`src/rtl/mips_pkg.sv`:
```
// Shared types and widths for the MIPS memory stage.
package mips_pkg;

  typedef enum logic {
    IDLE   = 1'b0,
    ACCESS = 1'b1
  } mem_state_t;

  localparam int WORD_W     = 32;
  localparam int REG_ADDR_W = 5;

  function automatic logic isWordAligned(input logic [1:0] lowBits);
    return (lowBits == 2'b00);
  endfunction

endpackage

```
`src/rtl/mem_wb_reg.sv`:
```
// MEM/WB pipeline register: loads on i_load, inserts a bubble on i_bubble.
module mem_wb_reg
  import mips_pkg::*;
(
  input  logic                  clock,
  input  logic                  reset_n,
  input  logic                  i_load,
  input  logic                  i_bubble,
  input  logic [WORD_W-1:0]     i_instr,
  input  logic [WORD_W-1:0]     i_pc,
  input  logic                  i_regWrite,
  input  logic                  i_memToReg,
  input  logic [REG_ADDR_W-1:0] i_writeReg,
  input  logic [WORD_W-1:0]     i_result,
  input  logic [WORD_W-1:0]     i_readData,
  output logic [WORD_W-1:0]     o_instr,
  output logic [WORD_W-1:0]     o_pc,
  output logic                  o_regWrite,
  output logic                  o_memToReg,
  output logic [REG_ADDR_W-1:0] o_writeReg,
  output logic [WORD_W-1:0]     o_result,
  output logic [WORD_W-1:0]     o_readData,
  output logic                  o_valid
);

  logic [WORD_W-1:0]     r_instr;
  logic [WORD_W-1:0]     r_pc;
  logic                  r_regWrite;
  logic                  r_memToReg;
  logic [REG_ADDR_W-1:0] r_writeReg;
  logic [WORD_W-1:0]     r_result;
  logic [WORD_W-1:0]     r_readData;
  logic                  r_valid;

  // A bubble only kills the side-effecting fields; the payload is left as is.
  always_ff @(posedge clock or negedge reset_n) begin
    if (!reset_n) begin
      r_instr    <= '0;
      r_pc       <= '0;
      r_regWrite <= 1'b0;
      r_memToReg <= 1'b0;
      r_writeReg <= '0;
      r_result   <= '0;
      r_readData <= '0;
      r_valid    <= 1'b0;
    end else if (i_bubble) begin
      r_regWrite <= 1'b0;
      r_memToReg <= 1'b0;
      r_valid    <= 1'b0;
    end else if (i_load) begin
      r_instr    <= i_instr;
      r_pc       <= i_pc;
      r_regWrite <= i_regWrite;
      r_memToReg <= i_memToReg;
      r_writeReg <= i_writeReg;
      r_result   <= i_result;
      r_readData <= i_readData;
      r_valid    <= 1'b1;
    end
  end

  assign o_instr    = r_instr;
  assign o_pc       = r_pc;
  assign o_regWrite = r_regWrite;
  assign o_memToReg = r_memToReg;
  assign o_writeReg = r_writeReg;
  assign o_result   = r_result;
  assign o_readData = r_readData;
  assign o_valid    = r_valid;

endmodule

```
`src/rtl/mem_stage_ctrl.sv`:
```
// MEM stage controller: drives the req/ack data-memory bus, stalls EX/MEM while an
// access is outstanding, aborts on timeout and resolves branch/jump redirects.
module mem_stage_ctrl
  import mips_pkg::*;
#(
  parameter int TIMEOUT = 64,
  parameter int ADDR_W  = 32
) (
  input  logic                  clock,
  input  logic                  reset_n,
  input  logic [WORD_W-1:0]     iInstr,
  input  logic                  iRegWrite,
  input  logic                  iMemRead,
  input  logic                  iMemWrite,
  input  logic                  iMemToReg,
  input  logic                  iBranch,
  input  logic                  iJump,
  input  logic                  iZero,
  input  logic [WORD_W-1:0]     iB,
  input  logic [WORD_W-1:0]     iResult,
  input  logic [WORD_W-1:0]     inextPCBranch,
  input  logic [WORD_W-1:0]     iNPC1,
  input  logic [WORD_W-1:0]     iPC,
  input  logic [REG_ADDR_W-1:0] iwriteRegWire,
  output logic                  mem_req,
  output logic                  mem_we,
  output logic [ADDR_W-1:0]     mem_addr,
  output logic [WORD_W-1:0]     mem_wdata,
  input  logic [WORD_W-1:0]     mem_rdata,
  input  logic                  mem_ack,
  output logic                  stall,
  output logic                  pc_redirect,
  output logic [WORD_W-1:0]     pc_target,
  output logic [WORD_W-1:0]     oInstr,
  output logic [WORD_W-1:0]     oPC,
  output logic                  oRegWrite,
  output logic                  oMemToReg,
  output logic [REG_ADDR_W-1:0] owriteRegWire,
  output logic [WORD_W-1:0]     oResult,
  output logic [WORD_W-1:0]     oReadData,
  output logic                  oValid,
  output logic                  err_timeout,
  output logic                  err_align
);

  localparam int CNT_W = $clog2(TIMEOUT + 1);

  mem_state_t        r_state;
  logic [CNT_W-1:0]  r_count;
  logic              r_memReq;
  logic              r_memWe;
  logic [ADDR_W-1:0] r_memAddr;
  logic [WORD_W-1:0] r_memWdata;
  logic              r_errTimeout;
  logic              r_errAlign;

  logic              w_memOp;
  logic              w_issue;
  logic              w_misalign;
  logic [CNT_W-1:0]  w_countNext;
  logic              w_ackDone;
  logic              w_timeout;
  logic              w_done;
  logic              w_stall;
  logic              w_taken;
  logic              w_wbRegWrite;
  logic [WORD_W-1:0] w_wbReadData;

  assign w_memOp     = iMemRead | iMemWrite;
  assign w_issue     = (r_state == IDLE) && w_memOp && isWordAligned(iResult[1:0]);
  assign w_misalign  = (r_state == IDLE) && w_memOp && !isWordAligned(iResult[1:0]);
  assign w_countNext = r_count + CNT_W'(1);
  // An ack in the final ACCESS cycle wins over the timeout.
  assign w_ackDone   = (r_state == ACCESS) && mem_ack;
  assign w_timeout   = (r_state == ACCESS) && !mem_ack && (w_countNext == CNT_W'(TIMEOUT));
  assign w_done      = w_ackDone | w_timeout;
  assign w_stall     = w_issue | ((r_state == ACCESS) && !w_done);

  assign w_wbRegWrite = iRegWrite & ~w_misalign & ~w_timeout;
  assign w_wbReadData = (w_ackDone && iMemRead && !iMemWrite) ? mem_rdata : '0;

  assign w_taken     = iBranch & iZero;
  assign pc_redirect = w_taken | iJump;
  assign pc_target   = w_taken ? inextPCBranch : iResult;
  assign stall       = w_stall;

  always_ff @(posedge clock or negedge reset_n) begin
    if (!reset_n) begin
      r_state      <= IDLE;
      r_count      <= '0;
      r_memReq     <= 1'b0;
      r_memWe      <= 1'b0;
      r_memAddr    <= '0;
      r_memWdata   <= '0;
      r_errTimeout <= 1'b0;
      r_errAlign   <= 1'b0;
    end else if (r_state == IDLE) begin
      if (w_issue) begin
        r_state    <= ACCESS;
        r_count    <= '0;
        r_memReq   <= 1'b1;
        r_memWe    <= iMemWrite;
        r_memAddr  <= iResult[ADDR_W-1:0];
        r_memWdata <= iB;
      end
      if (w_misalign) begin
        r_errAlign <= 1'b1;
      end
    end else begin
      if (w_done) begin
        r_state  <= IDLE;
        r_count  <= '0;
        r_memReq <= 1'b0;
      end else begin
        r_count <= w_countNext;
      end
      if (w_timeout) begin
        r_errTimeout <= 1'b1;
      end
    end
  end

  assign mem_req     = r_memReq;
  assign mem_we      = r_memWe;
  assign mem_addr    = r_memAddr;
  assign mem_wdata   = r_memWdata;
  assign err_timeout = r_errTimeout;
  assign err_align   = r_errAlign;

  mem_wb_reg u_memWb (
    .clock      (clock),
    .reset_n    (reset_n),
    .i_load     (~w_stall),
    .i_bubble   (w_stall),
    .i_instr    (iInstr),
    .i_pc       (iPC),
    .i_regWrite (w_wbRegWrite),
    .i_memToReg (iMemToReg),
    .i_writeReg (iwriteRegWire),
    .i_result   (iResult),
    .i_readData (w_wbReadData),
    .o_instr    (oInstr),
    .o_pc       (oPC),
    .o_regWrite (oRegWrite),
    .o_memToReg (oMemToReg),
    .o_writeReg (owriteRegWire),
    .o_result   (oResult),
    .o_readData (oReadData),
    .o_valid    (oValid)
  );

  logic w_unusedNpc;
  assign w_unusedNpc = ^iNPC1;

endmodule
```
`config.mk`:
```
export PLATFORM = sky130hd
export DESIGN_NAME = mem_stage_ctrl
export DESIGN_NICKNAME = d
export VERILOG_FILES = /design/src/rtl/mips_pkg.sv /design/src/rtl/mem_wb_reg.sv /design/src/rtl/mem_stage_ctrl.sv
export SDC_FILE = /design/constraint.sdc
export NUM_CORES = 1
export LEC_CHECK = 0
export BUFFER_PORTS_ARGS = -buffer_cell sky130_fd_sc_hd__buf_2
export CORE_AREA = 2 2 183 185
export DETAILED_ROUTE_END_ITERATION = 8
export DIE_AREA = 0 0 185 187
export PLACE_DENSITY = 0.48
export REMOVE_ABC_BUFFERS = 1
export SYNTH_ARGS = -nofsm -noshare
export SYNTH_HDL_FRONTEND = slang
export SYNTH_SLANG_ARGS = --single-unit
```
`constraint.sdc`:
```
create_clock -name clock -period 5.24 [get_ports clock]
set_input_delay 1.048 -clock clock [delete_from_list [all_inputs] [get_ports clock]]
set_output_delay 1.048 -clock clock [all_outputs]
set_load 0.02 [all_outputs]
```
==> results.md, run 1 <==
- Dividing the detail-routed via count by the number of cells gives roughly 4.2.
- The final hold violation count was 0.
- Data arrives at the worst endpoint at 2750 ps.
- The number of DRC violations after detailed-routing iteration 0 is 172.
- For this run, the total global-route usage over all layers was measured as 0.138.
- The static power due to leakage is approximately 5.9 nW.
- The max-cap violation count is 0.
- Hold repair after CTS inserted 0 buffers.
- The setup fix buffers added after clock tree synthesis is 0.
- Measured against its own limit, the worst slew margin works out to 0.428.
- The cell type with the highest aggregate area in the netlist is dfrtp_1.
- The longest clock path from root to sink contains 3 buffers.
- In the global route stage, met3 resource usage came out at 0.0345.
- The clock tree from TritonCTS is built.
- The setup-violating endpoint count in the final report is 0.
- The post-synthesis sequential area ratio is 0.625.
- The number of distinct library cells after synthesis is 43.
- The storage element area is around 5300 µm².
- The number of antenna violations at the first check in global routing is 0.
- The number of standard-cell rows in the floorplan is 67.
- The share of synthesized area in the top cell type comes to 0.625.
- The floorplan step defined a die boundary enclosing between 30,000 and 40,000 µm².
- Counting flops and latches in the post-synthesis netlist gives ~210.
- The final global-route overflow total is 0.
- For the worst setup path, the data required time is about 4200 ps.
- In the global route stage, met2 resource usage came out at 0.239.
- STA classifies the critical path endpoint as a primary output.
- For this run, global-route usage on met1 was measured as 0.171.
- In this run the cell area of the synthesized design comes to roughly 8500 µm².
- The first detailed-routing pass ran for 4 iterations.
- Counting flops with a built-in enable in the synthesized netlist gives 0.
- The final count of pins violating max slew is 0.
- The flow ran to the end, and the final reports show no timing, DRC or antenna violations.
- The number of buffers added on ports is between 400 and 500.
- From left edge to right edge, the die measures 185 µm.
- After detailed routing, the average wire length per cell comes to between 15 and 20 µm.
- The CTS buffer count is 25.
- The commonest cells after synthesis are dfrtp_1 (212), mux2_2 (169), a22o_1 (34).
- The most crowded layer after global routing is met2.
- Once detail routing completed, the nets flagged for antenna violations numbered 0.
- The tree built by TritonCTS fans out to roughly 210 sinks.
- At the end of the flow the core is filled with cells to 0.365.
- The routed design could run at a clock period as short as ~3800 ps.
- Setup repair after global routing left no endpoint under its margin.
- The fill cell total of the finished layout is 3,328.
- The area of the multi-input gates is around 3000 µm².
- With fillers left out, the area of the finished cells amounts to around 12,000 µm².
- The ratio of cells with drive above 1 in the final layout is 0.686.
- The clock slew seen by the registers of the worst setup and hold paths is 60 ps.
- The root buffer cell is clkbuf_16.
- The placed instances occupy a cell area of 11,200 µm².
- The via count of the first global-routing pass is 6,227.
- Across the routed clock network, the largest skew measured is ~28 ps.
- The cell count after synthesis came out at around 530.
- The count of instances resized after the clock tree is built is 0.
- The routed layout has roughly 6.1k vias.
- The DRC violations left is 0.
- In the synthesized netlist the dominant register cell turns out to be dfrtp_1.
- The HPWL after detailed placement is about 18,000 µm.
- The die height is about 190 µm.
- The class of the most critical hold timing path is register to register.
- The core region is about 33,000 µm².
- In this run the number of H-tree levels came out at 1.
- At the pin with the least slew margin, the transition time is approximately 860 ps.
- The final wirelength is between 20,000 and 25,000 µm.
- The worst vdd rail ir drop is roughly 0.00026 V.
- In this run the power density over the cells is 398 nW/µm².
- In this run the count of I/O pins placed on the die edge is 477.
- The type of element launching the critical path is a register.
- The maximum achievable frequency is 263 MHz.
- Routability-driven placement finished with a final weighted congestion of roughly 0.77.
- Of all nets on the critical path, the largest fanout is 45.
- The global-route wire length before repair is roughly 37,000 µm.
- Final hold analysis gives a worst-case slack of 459 ps.
- Each instance of the synthesized netlist takes up on average about 16 µm².
- The pin count of the biggest net entering global routing is 99.
- For this configuration, the core starts out at a cell density of 0.258.
- Counting flops with an async set or reset pin after synthesis yields a share of 1.00.
- The clock latency at the later pin of the worst-skew pair is 530 ps.
- Yosys instantiated no cell more often than dfrtp_1.
- The layout net count is approximately 1.2k.
- In the finished design, the share of the clock period the worst path needs comes to 0.725.
- The area growth from synthesis to layout is 41.2%.
- For this run, the number of Yosys warnings is 0.
- The setup path with the least slack is of type register to primary output.
- After synthesis, the cell types taking the most area are dfrtp_1 (62%), mux2_2 (22%), mux2_4 (4.4%).
==> state kept, by name (all words and copies together) (netlist names) <==
| name | cells |
|---|---|
| err_align | 1 |
| err_timeout | 1 |
| mem_addr | 32 |
| mem_req | 1 |
| mem_wdata | 32 |
| mem_we | 1 |
| r_count | 7 |
| r_state | 1 |
| u_memWb.o_instr | 32 |
| u_memWb.o_memToReg | 1 |
| u_memWb.o_pc | 32 |
| u_memWb.o_readData | 32 |
| u_memWb.o_regWrite | 1 |
| u_memWb.o_result | 32 |
| u_memWb.o_valid | 1 |
| u_memWb.o_writeReg | 5 |
==> worst max-delay path, stage by stage, from the launching register on <==
cell and delay (ps):
dfrtp_1 440, ha_1 300, xnor2_1 280, nor4_4 90, o22ai_2 360, a21oi_4 140
inv_6 340, buf_2 250
==> layout by cell type (no fill, tap or decap), drive strengths merged, types with 2 or more instances in the layout <==
cell type    n
nor2b        5
a21oi        2
inv          6
or3          2
nand3        2
a22o        34
nand2b       3
buf        449
xor2         2
nor4         3
dfrtp      212
bufinv       2
mux2       194
o21ai        7
nor2         6
nand2       10
ha           2
clkbuf      39
==> layout make-up <==
| type | count | share of cell area |
|---|---|---|
| Antenna cell | 1 | 0.000209 |
| Clock buffer | 39 | 0.0607 |
| Clock inverter | 4 | 0.00616 |
| Inverter | 5 | 0.00198 |
| Multi-Input combinational cell | 288 | 0.250 |
| Sequential cell | 212 | 0.443 |
| Tap cell | 448 | 0.0468 |
| Timing Repair Buffer | 449 | 0.191 |
==> worst paths after layout <==
kind | start | end | slack (ps) | cells after the start
min | err_timeout | err_timeout | 460 | 1
min reg2reg | err_timeout | err_timeout | 460 | 1
max | r_count[0] | stall | 1440 | 7
min in group asynchronous | reset_n | mem_wdata[20] | 490 | 1
max in group asynchronous | reset_n | mem_addr[2] | 3690 | 2
max reg2reg | r_count[0] | u_memWb.o_result[13] | 2120 | 8
==> through the flow <==
stage / std cells / setup slack [ps] / TNS (ps) / total power [mW]
final: 1446 / 1440 / 0 / 4.78
after floorplan: 505 / -2310 / -262100 / 2.64
after CTS: 1445 / 1350 / 0 / 4.87
after detailed placement: 1402 / 1520 / 0 / 3.11
after global placement: 1402 / 1550 / 0 / 3.10
after global routing: 1445 / 1190 / 0 / 5.02
==> layer usage <==
metal | vias to the layer above | wire length [µm]
met3 | 29 | 1670
li1 | 2829 | -
met1 | 3033 | 10100
met4 | 0 | 409
met5 | - | 0
met2 | 211 | 12300
==> cells by family after synthesis <==
group / share of synthesized area
compound gates: 0.0513
simple gates: 0.0256
buf+inv: 0.0240
fa+ha+maj: 0.00295
mux: 0.268
xor+xnor: 0.00309
flops: 0.625
==> where the power goes <==
group | leakage (nW) | internal (mW) | total [mW] | switching, mW
Sequential | 2.57 | 1.86 | 1.97 | 0.111
Clock | 0.391 | 1.04 | 1.72 | 0.673
Combinational | 2.97 | 0.454 | 1.08 | 0.631
Note: power is estimated with default switching activity, not from simulation.
==> inputs of run 2 (changes only) <==
Settings changed: ABC_AREA from default to 1, CORE_AREA 2 2 183 185 to 2 2 184 186, DIE_AREA 0 0 185 187 to 0 0 186 188, PLACE_DENSITY 0.48 to 0.5.
Clock period 5.24 ns to 3.45 ns, I/O delays scaled along.
==> results.md, run 2 <==
- The pin count of the biggest net entering global routing is 136 (was 99).
- For this run, the top clock speed supported by timing is 340 MHz.
- The type of element launching the critical path is a register (unchanged).
- The endpoint type of the worst setup path is a primary output (unchanged).
- The post-route non-filler standard cell count is 1,898 (was 1,446).
- The max-cap violation count is 0 (unchanged).
- The number of antenna violations at the first check in global routing is 1 (was 0).
- The net switching share of the total power is 0.315 (was 0.296).
- The post-DP HPWL is 19,300 µm (was 17,700 µm).
- The share of synthesized registers carrying an async set or reset is 1.00 (unchanged).
- The internal power summed over all cells is 5.07 mW (was 3.36 mW).
- The worst hold margin is 182 ps (was 459 ps).
- Leading cell types in the layout, fill and taps excluded: nand2_1 (452), buf_2 (443), dfrtp_1 (212) (was buf_2 (443), dfrtp_1 (212), mux2_2 (169)).
- The fraction of the core area covered by cells at the end of the flow is 0.369 (was 0.365).
- The static power due to leakage is 7.03 nW (was 5.93 nW).
- The total track usage was 0.152 (was 0.138).
- The maximum clock insertion buffer count is 3 (unchanged).
- The class of the most critical hold timing path is input pin to async pin (was register to register).
- The CTS buffer count is 26 (was 25).
- The area of the multi-input gates is 2870 µm² (was 3000 µm²).
- The primary flip-flop cell chosen by synthesis mapping is dfrtp_1 (unchanged).
- The setup-violating endpoint count in the final report is 0 (unchanged).
- The post-detailed-route count of antenna-violating nets was 0 (unchanged).
- Crit path cell chain: ha_1, nand3_1, o21bai_1, nand2_1, nor2_1, nand2_2, nand2_4, nand2_4, buf_2 (was ha_1, xnor2_1, nor4_4, o22ai_2, a21oi_4, inv_6, buf_2).
- The storage element area is 5310 µm² (unchanged).
- The final wirelength is 27,900 µm (was 24,500 µm).
- The standard cell with the maximum stage delay on the critical path is dfrtp_1 (unchanged).
- The DRC violations left is 0 (unchanged).
- The die width is 186 µm (was 185 µm).
- The final critical-path required period is between 2000 and 3000 ps.
- The fraction of power consumed by combinational cells came to 0.216 (was 0.227).
- The number of distinct library cells after synthesis is 21 (was 43).
- The clock slew seen by the registers of the worst setup and hold paths is 60 ps (about the same).
- The final count of pins violating max slew is 0 (unchanged).
- The hold buffer count at CTS was 0 (unchanged).
- The detailed-route via count was 8,069 (was 6,102).
- The sum of negative setup slack is 0 ps (unchanged).
- The maximum single-stage delay on the critical path came to 410 ps (was 440 ps).
- The launching instance or port of the critical path is r_count[0] (unchanged).
- The global-route wire length before repair was 42,400 µm (was 37,200 µm).
- The final estimated routing congestion in global placement is 0.795 (was 0.774).
- The die footprint is 35,000 µm² (was 34,600 µm²).
- The setup fix buffers added after clock tree synthesis came to 0 (unchanged).
- The arrival time reported for the critical path endpoint is 2250 ps (was 2750 ps).
- The count of instances resized after the clock tree is built is 0 (unchanged).
- The count of warnings emitted by yosys is 0 (unchanged).
- Outcome: finished clean (unchanged).
- The final global-route overflow total was 0 (unchanged).
- The post-synthesis sequential area ratio is 0.613 (was 0.625).
- The clock latency at the later pin of the worst-skew pair came to 520 ps (was 530 ps).
- The instance count after placement with tap cells included came to 1,850 (was 1,402).
- The number of top-level design ports is 477 (unchanged).
- The library cell with the highest instance count after synthesis is nand2_1 (was dfrtp_1).
- The fill cell total of the finished layout is 3,542 (was 3,328).
- The most numerous cell on the critical path is nand2_4.
- The area share of the largest cell type after synthesis is 0.613 (was 0.625).
- The via count of the first global-routing pass is 7,573 (was 6,227).
- The die height is 188 µm (was 187 µm).
- The layout overhead on the synthesized area is 41.0% (was 41.2%).
- The most common cell after layout, fill and taps aside is nand2_1 (was buf_2).
- The number of DRC violations after detailed-routing iteration 0 was 354 (was 172).
- The worst setup path category is register to primary output (unchanged).
- The number of buffers added on ports came to 444 (unchanged).
- The core outline area was 33,100 µm² (was 32,900 µm²).
- The largest fanout of any net on the critical path is 6 (was 45).
- Cell types with the largest area share after synthesis: dfrtp_1 (61%), nand2_1 (20%), nand3_1 (6.4%) (was dfrtp_1 (62%), mux2_2 (22%), mux2_4 (4.4%)).
- The root buffer cell is clkbuf_16 (unchanged).
- The final hold violation count came to 0 (unchanged).
- The effective utilization at floorplan is 0.262 (was 0.258).
- RSZ-0062 raised after global routing: false (unchanged).
- The H-tree depth is 1 (unchanged).
- The number of standard-cell rows in the floorplan was 67 (unchanged).
- The register bit count reported by yosys is 212 (unchanged).
- The vias per cell is 4.25 (was 4.22).
- The net switching power is 2.33 mW (was 1.41 mW).
- The number of iterations in the first detailed-routing pass is 5 (was 4).
- The required time of the worst setup path was 2760 ps (was 4190 ps).
- The portion of total power attributed to the clock network is 0.381 (was 0.360).
- The launching point of the worst reg2reg path is r_count[0] (unchanged).
- The clock tree from TritonCTS is built (unchanged).
- The areal power density over the cells was 605 nW/µm² (was 398 nW/µm²).
- The number of enable-type register cells in the synthesized netlist came to 0 (unchanged).
- The average wire per standard cell was 14.7 µm (was 16.9 µm).
- The relative slew slack is 0.465 (was 0.428).
- The worst vdd rail ir drop is 0.000304 V (was 0.000256 V).
- The area of the mapped netlist is 8660 µm² (was 8490 µm²).
- The ratio of cells with drive above 1 in the final layout is 0.349 (was 0.686).
- The cell type with the highest aggregate area in the netlist is dfrtp_1 (unchanged).
- The measured slew at the worst slew-check pin is 803 ps (was 855 ps).
- The mean area per synthesized cell was 8.61 µm² (was 15.9 µm²).
- The post-route clock skew came to 8.86 ps (was 27.6 ps).
- The register share of total power is 0.404 (was 0.413).
- The layout net count was 1,671 (was 1,222).
- The number of sinks on the clock net was 212 (unchanged).
- The post-route fraction of the period consumed by the critical path is 0.852.
- The gate count after technology mapping was 1,006 (was 534).
- Most common library cells after synthesis: nand2_1 (454), dfrtp_1 (212), nand3_1 (110) (was dfrtp_1 (212), mux2_2 (169), a22o_1 (34)).
==> run 2: final timing paths <==
path | end | slack, ps | depth (start not counted)
worst min register to register | err_timeout | 460 | 2
worst max-delay path | stall | 510 | 9
worst max register to register | u_memWb.o_readData[9] | 1100 | 11
min in group clock | mem_wdata[1] | 360 | 3
max in group asynchronous | u_memWb.o_instr[28] | 2260 | 2
worst min-delay path | u_memWb.o_instr[22] | 180 | 1
==> run 2: per-layer routing <==
layer,part of all wire,GRT usage,wire [µm]
met1,0.42,0.194,11800
met3,0.079,0.0404,2210
met4,0.023,0.0439,630
met2,0.48,0.254,13300
met5,0,0,0
==> run 2: area by class of cell <==
cell class / count / share of cell area
Sequential cell: 212 / 0.434
Multi-Input combinational cell: 684 / 0.235
Timing Repair Buffer: 455 / 0.196
Clock buffer: 39 / 0.0648
Tap cell: 448 / 0.0459
Inverter: 51 / 0.0157
Clock inverter: 8 / 0.00809
Antenna cell: 1 / 0.000205
==> run 2: critical path: cells and delay by family (launching register included) <==
kind            cells  cell delay [ps]
buf+inv             1              190
fa+ha+maj           1              240
flops               1              410
compound gates      1              170
simple gates        6              710
==> run 2: kinds of logic after synthesis <==
| family | after synthesis | share of synthesized area |
|---|---|---|
| AO/OA/AOI/OAI | 72 | 0.0422 |
| XOR/XNOR | 1 | 0.00101 |
| adder cells (fa/ha/maj) | 2 | 0.00289 |
| buffers and inverters | 110 | 0.0574 |
| flip-flops | 212 | 0.613 |
| multiplexers | 2 | 0.00260 |
| AND/OR/NAND/NOR | 607 | 0.281 |
==> run 2: per-stage QoR <==
step           worst slack, ps  power (mW)  instance area (µm²)
6_report                   510        7.39                12200
5_1_grt                    257        7.78                12200
4_1_cts                    434        7.51                12200
3_5_place_dp               948        4.65                11300
3_3_place_gp               950        4.64                11300
2_1_floorplan            -2590        3.91                 8360
==> run 2: power by group through the flow <==
stage	Clock, mW	Sequential [mW]	Combinational, mW
6_report	2.81	2.99	1.59
5_1_grt	3.01	3.03	1.75
4_1_cts	2.90	2.99	1.63
3_5_place_dp	0	3.02	1.63
3_3_place_gp	0	3.02	1.62
2_1_floorplan	0	3.44	0.472
==> inputs of run 3 (changes only) <==
Settings changed: PLACE_DENSITY 0.5 to default, PLACE_DENSITY_LB_ADDON from default to 0.08.
==> results.md, run 3 (same netlist as run 2, synthesis figures left out) <==
- The final global-route overflow total is 0 (unchanged).
- The ratio of cells with drive above 1 in the final layout is 0.347 (was 0.349).
- The standard cell with the maximum stage delay on the critical path is dfrtp_1 (unchanged).
- The launching point of the worst reg2reg path is r_count[0] (unchanged).
- The pin count of the biggest net entering global routing is 136 (unchanged).
- The hold buffer count at CTS is 0 (unchanged).
- The clock slew seen by the registers of the worst setup and hold paths came to 60 ps (about the same).
- The post-DP HPWL is 19,500 µm (was 19,300 µm).
- The die height is 188 µm (unchanged).
- The maximum achievable frequency was 336 MHz (was 340 MHz).
- The fraction of power consumed by combinational cells is 0.216 (about the same).
- The die footprint is 35,000 µm² (unchanged).
- The global-route wire length before repair is 44,100 µm (was 42,400 µm).
- The area of all placed cells without fillers came to 12,200 µm² (about the same).
- The post-detailed-route count of antenna-violating nets is 0 (unchanged).
- The worst setup path category is register to primary output (unchanged).
- The setup-violating endpoint count in the final report is 0 (unchanged).
- The number of standard-cell rows in the floorplan is 67 (unchanged).
- The DRC violations left was 0 (unchanged).
- The count of instances resized after the clock tree is built is 0 (unchanged).
- The final count of pins violating max slew is 0 (unchanged).
- The arrival time reported for the critical path endpoint is 2280 ps (was 2250 ps).
- The fill cell total of the finished layout is 3,566 (was 3,542).
- The root buffer cell is clkbuf_16 (unchanged).
- The type of element launching the critical path is a register (unchanged).
- The sum of negative setup slack is 0 ps (unchanged).
- The H-tree depth is 1 (unchanged).
- Leading cell types in the layout, fill and taps excluded: nand2_1 (452), buf_2 (443), dfrtp_1 (212) (unchanged).
- The net switching share of the total power is 0.315 (about the same).
- The number of antenna violations at the first check in global routing is 3 (was 1).
- The die width is 186 µm (unchanged).
- The register share of total power was 0.402 (was 0.404).
- The CTS buffer count came to 27 (was 26).
- The number of iterations in the first detailed-routing pass is 4 (was 5).
- The number of top-level design ports is 477 (unchanged).
- The static power due to leakage is 7.04 nW (was 7.03 nW).
- The relative slew slack is 0.494 (was 0.465).
- The average wire per standard cell came to 15.2 µm (was 14.7 µm).
- The final wirelength is 29,000 µm (was 27,900 µm).
- The total cell area at the placement stage is 11,300 µm² (about the same).
- The vias per cell came to 4.18 (was 4.25).
- The effective utilization at floorplan is 0.262 (unchanged).
- The total track usage came to 0.160 (was 0.152).
- The internal power summed over all cells is 5.08 mW (was 5.07 mW).
- The layout overhead on the synthesized area was 41.2% (was 41.0%).
- The maximum clock insertion buffer count came to 3 (unchanged).
- RSZ-0062 raised after global routing: false (unchanged).
- The post-route non-filler standard cell count came to 1,905 (was 1,898).
- The clock tree from TritonCTS was built (unchanged).
- The via count of the first global-routing pass is 7,808 (was 7,573).
- The number of buffers added on ports came to 444 (unchanged).
- The required time of the worst setup path is 2760 ps (about the same).
- The worst vdd rail ir drop is 0.000404 V (was 0.000304 V).
- The clock latency at the later pin of the worst-skew pair is 540 ps (was 520 ps).
- The fraction of the core area covered by cells at the end of the flow is 0.369 (about the same).
- The class of the most critical hold timing path was input pin to async pin (unchanged).
- The post-route clock skew is 14.3 ps (was 8.86 ps).
- The net switching power is 2.34 mW (was 2.33 mW).
- The worst reg-to-reg path cell count is 12 (was 11).
- Crit path cell chain: ha_1, nand3_1, o21bai_1, nand2_1, nor2_1, nand2_2, nand2_4, nand2_4, buf_2 (unchanged).
- The final estimated routing congestion in global placement came to 0.747 (was 0.795).
- The instance count after placement with tap cells included was 1,852 (was 1,850).
- The number of DRC violations after detailed-routing iteration 0 came to 261 (was 354).
- The areal power density over the cells is 606 nW/µm² (was 605 nW/µm²).
- The portion of total power attributed to the clock network is 0.382 (was 0.381).
- The endpoint type of the worst setup path is a primary output (unchanged).
- The worst hold margin came to 133 ps (was 182 ps).
- The max-cap violation count came to 0 (unchanged).
- The post-route fraction of the period consumed by the critical path was 0.862 (was 0.852).
- The measured slew at the worst slew-check pin is 759 ps (was 803 ps).
- The final hold violation count came to 0 (unchanged).
- The worst-case register-to-register setup slack came to 1120 ps (was 1100 ps).
- The layout net count came to 1,674 (was 1,671).
- The cell class contributing the biggest share of worst-path delay is simple AND/OR/NAND/NOR gates (unchanged).
- The core outline area is 33,100 µm² (unchanged).
- The most numerous cell on the critical path is nand2_4 (unchanged).
- The final critical-path required period is 2970 ps (was 2940 ps).
- The maximum single-stage delay on the critical path is 410 ps (about the same).
- The number of sinks on the clock net is 212 (unchanged).
- The reg-to-reg endpoint is u_memWb.o_result[23] (was u_memWb.o_readData[9]).
- The largest fanout of any net on the critical path is 6 (unchanged).
- The detailed-route via count was 7,966 (was 8,069).
- Outcome: finished clean (unchanged).
- The setup fix buffers added after clock tree synthesis is 0 (unchanged).
- The buffering stage count on the worst path with inverters included is 1 (unchanged).
- The most common cell after layout, fill and taps aside is nand2_1 (unchanged).
==> run 3: cell count changes in the layout (fill, tap and decap cells not counted), sizes merged <==
cell,change
buf,+3
bufinv,+1
clkinv,+2
clkinvlp,-2
diode,+2
inv,+1
==> run 3: worst reg2reg max path, cell delays in order, from the launching register on <==
cell	delay, ps
dfrtp_1	410
ha_1	230
nand2_1	60
nor2_1	130
nand3_1	110
nand2_1	80
nor2_1	60
nand2_2	160
nand2_4	90
nand2_4	100
buf_12	420
nand2_1	310
nand2_1	90
==> run 3: power by group through the flow <==
stage | logic [mW] | clock network [mW] | registers, mW
after floorplan | 0.472 | 0 | 3.44
after global placement | 1.64 | 0 | 3.02
after detailed placement | 1.64 | 0 | 3.02
after CTS | 1.64 | 2.94 | 2.98
after global routing | 1.77 | 3.04 | 3.03
final | 1.60 | 2.83 | 2.98
==> run 3: worst max-delay path by stage <==
| stage | start | end | slack, ps | depth (start not counted) |
|---|---|---|---|---|
| finish | r_count[0] | stall | 480 | 9 |
| global route | r_count[0] | stall | 290 | 9 |
| CTS | r_count[0] | stall | 430 | 9 |
| detailed placement | iZero | pc_target[23] | 870 | 6 |
| global placement | iBranch | pc_target[23] | 910 | 6 |
| floorplan | iMemRead | stall | -2590 | 6 |
==> run 3: area by class of cell <==
type | count | area, µm² | area share
diodes | 3 | 7.51 | 0.000614
clock buffers | 40 | 754 | 0.0617
clock inverters | 10 | 135 | 0.0110
inverters | 51 | 191 | 0.0156
multi-input cells | 684 | 2870 | 0.235
flip-flops and latches | 212 | 5310 | 0.434
well taps | 448 | 561 | 0.0458
repair buffers | 457 | 2400 | 0.197
==> run 3: per-layer routing <==
layer	track usage	share of wire
met5	0	0
met4	0.0436	0.022
met3	0.0509	0.097
met2	0.266	0.46
met1	0.199	0.42
==> run 3: through the flow <==
stage / power, mW / setup slack [ps]
CTS: 7.57 / 432
global placement: 4.66 / 908
global route: 7.84 / 288
detailed placement: 4.66 / 868
finish: 7.42 / 475
floorplan: 3.91 / -2590
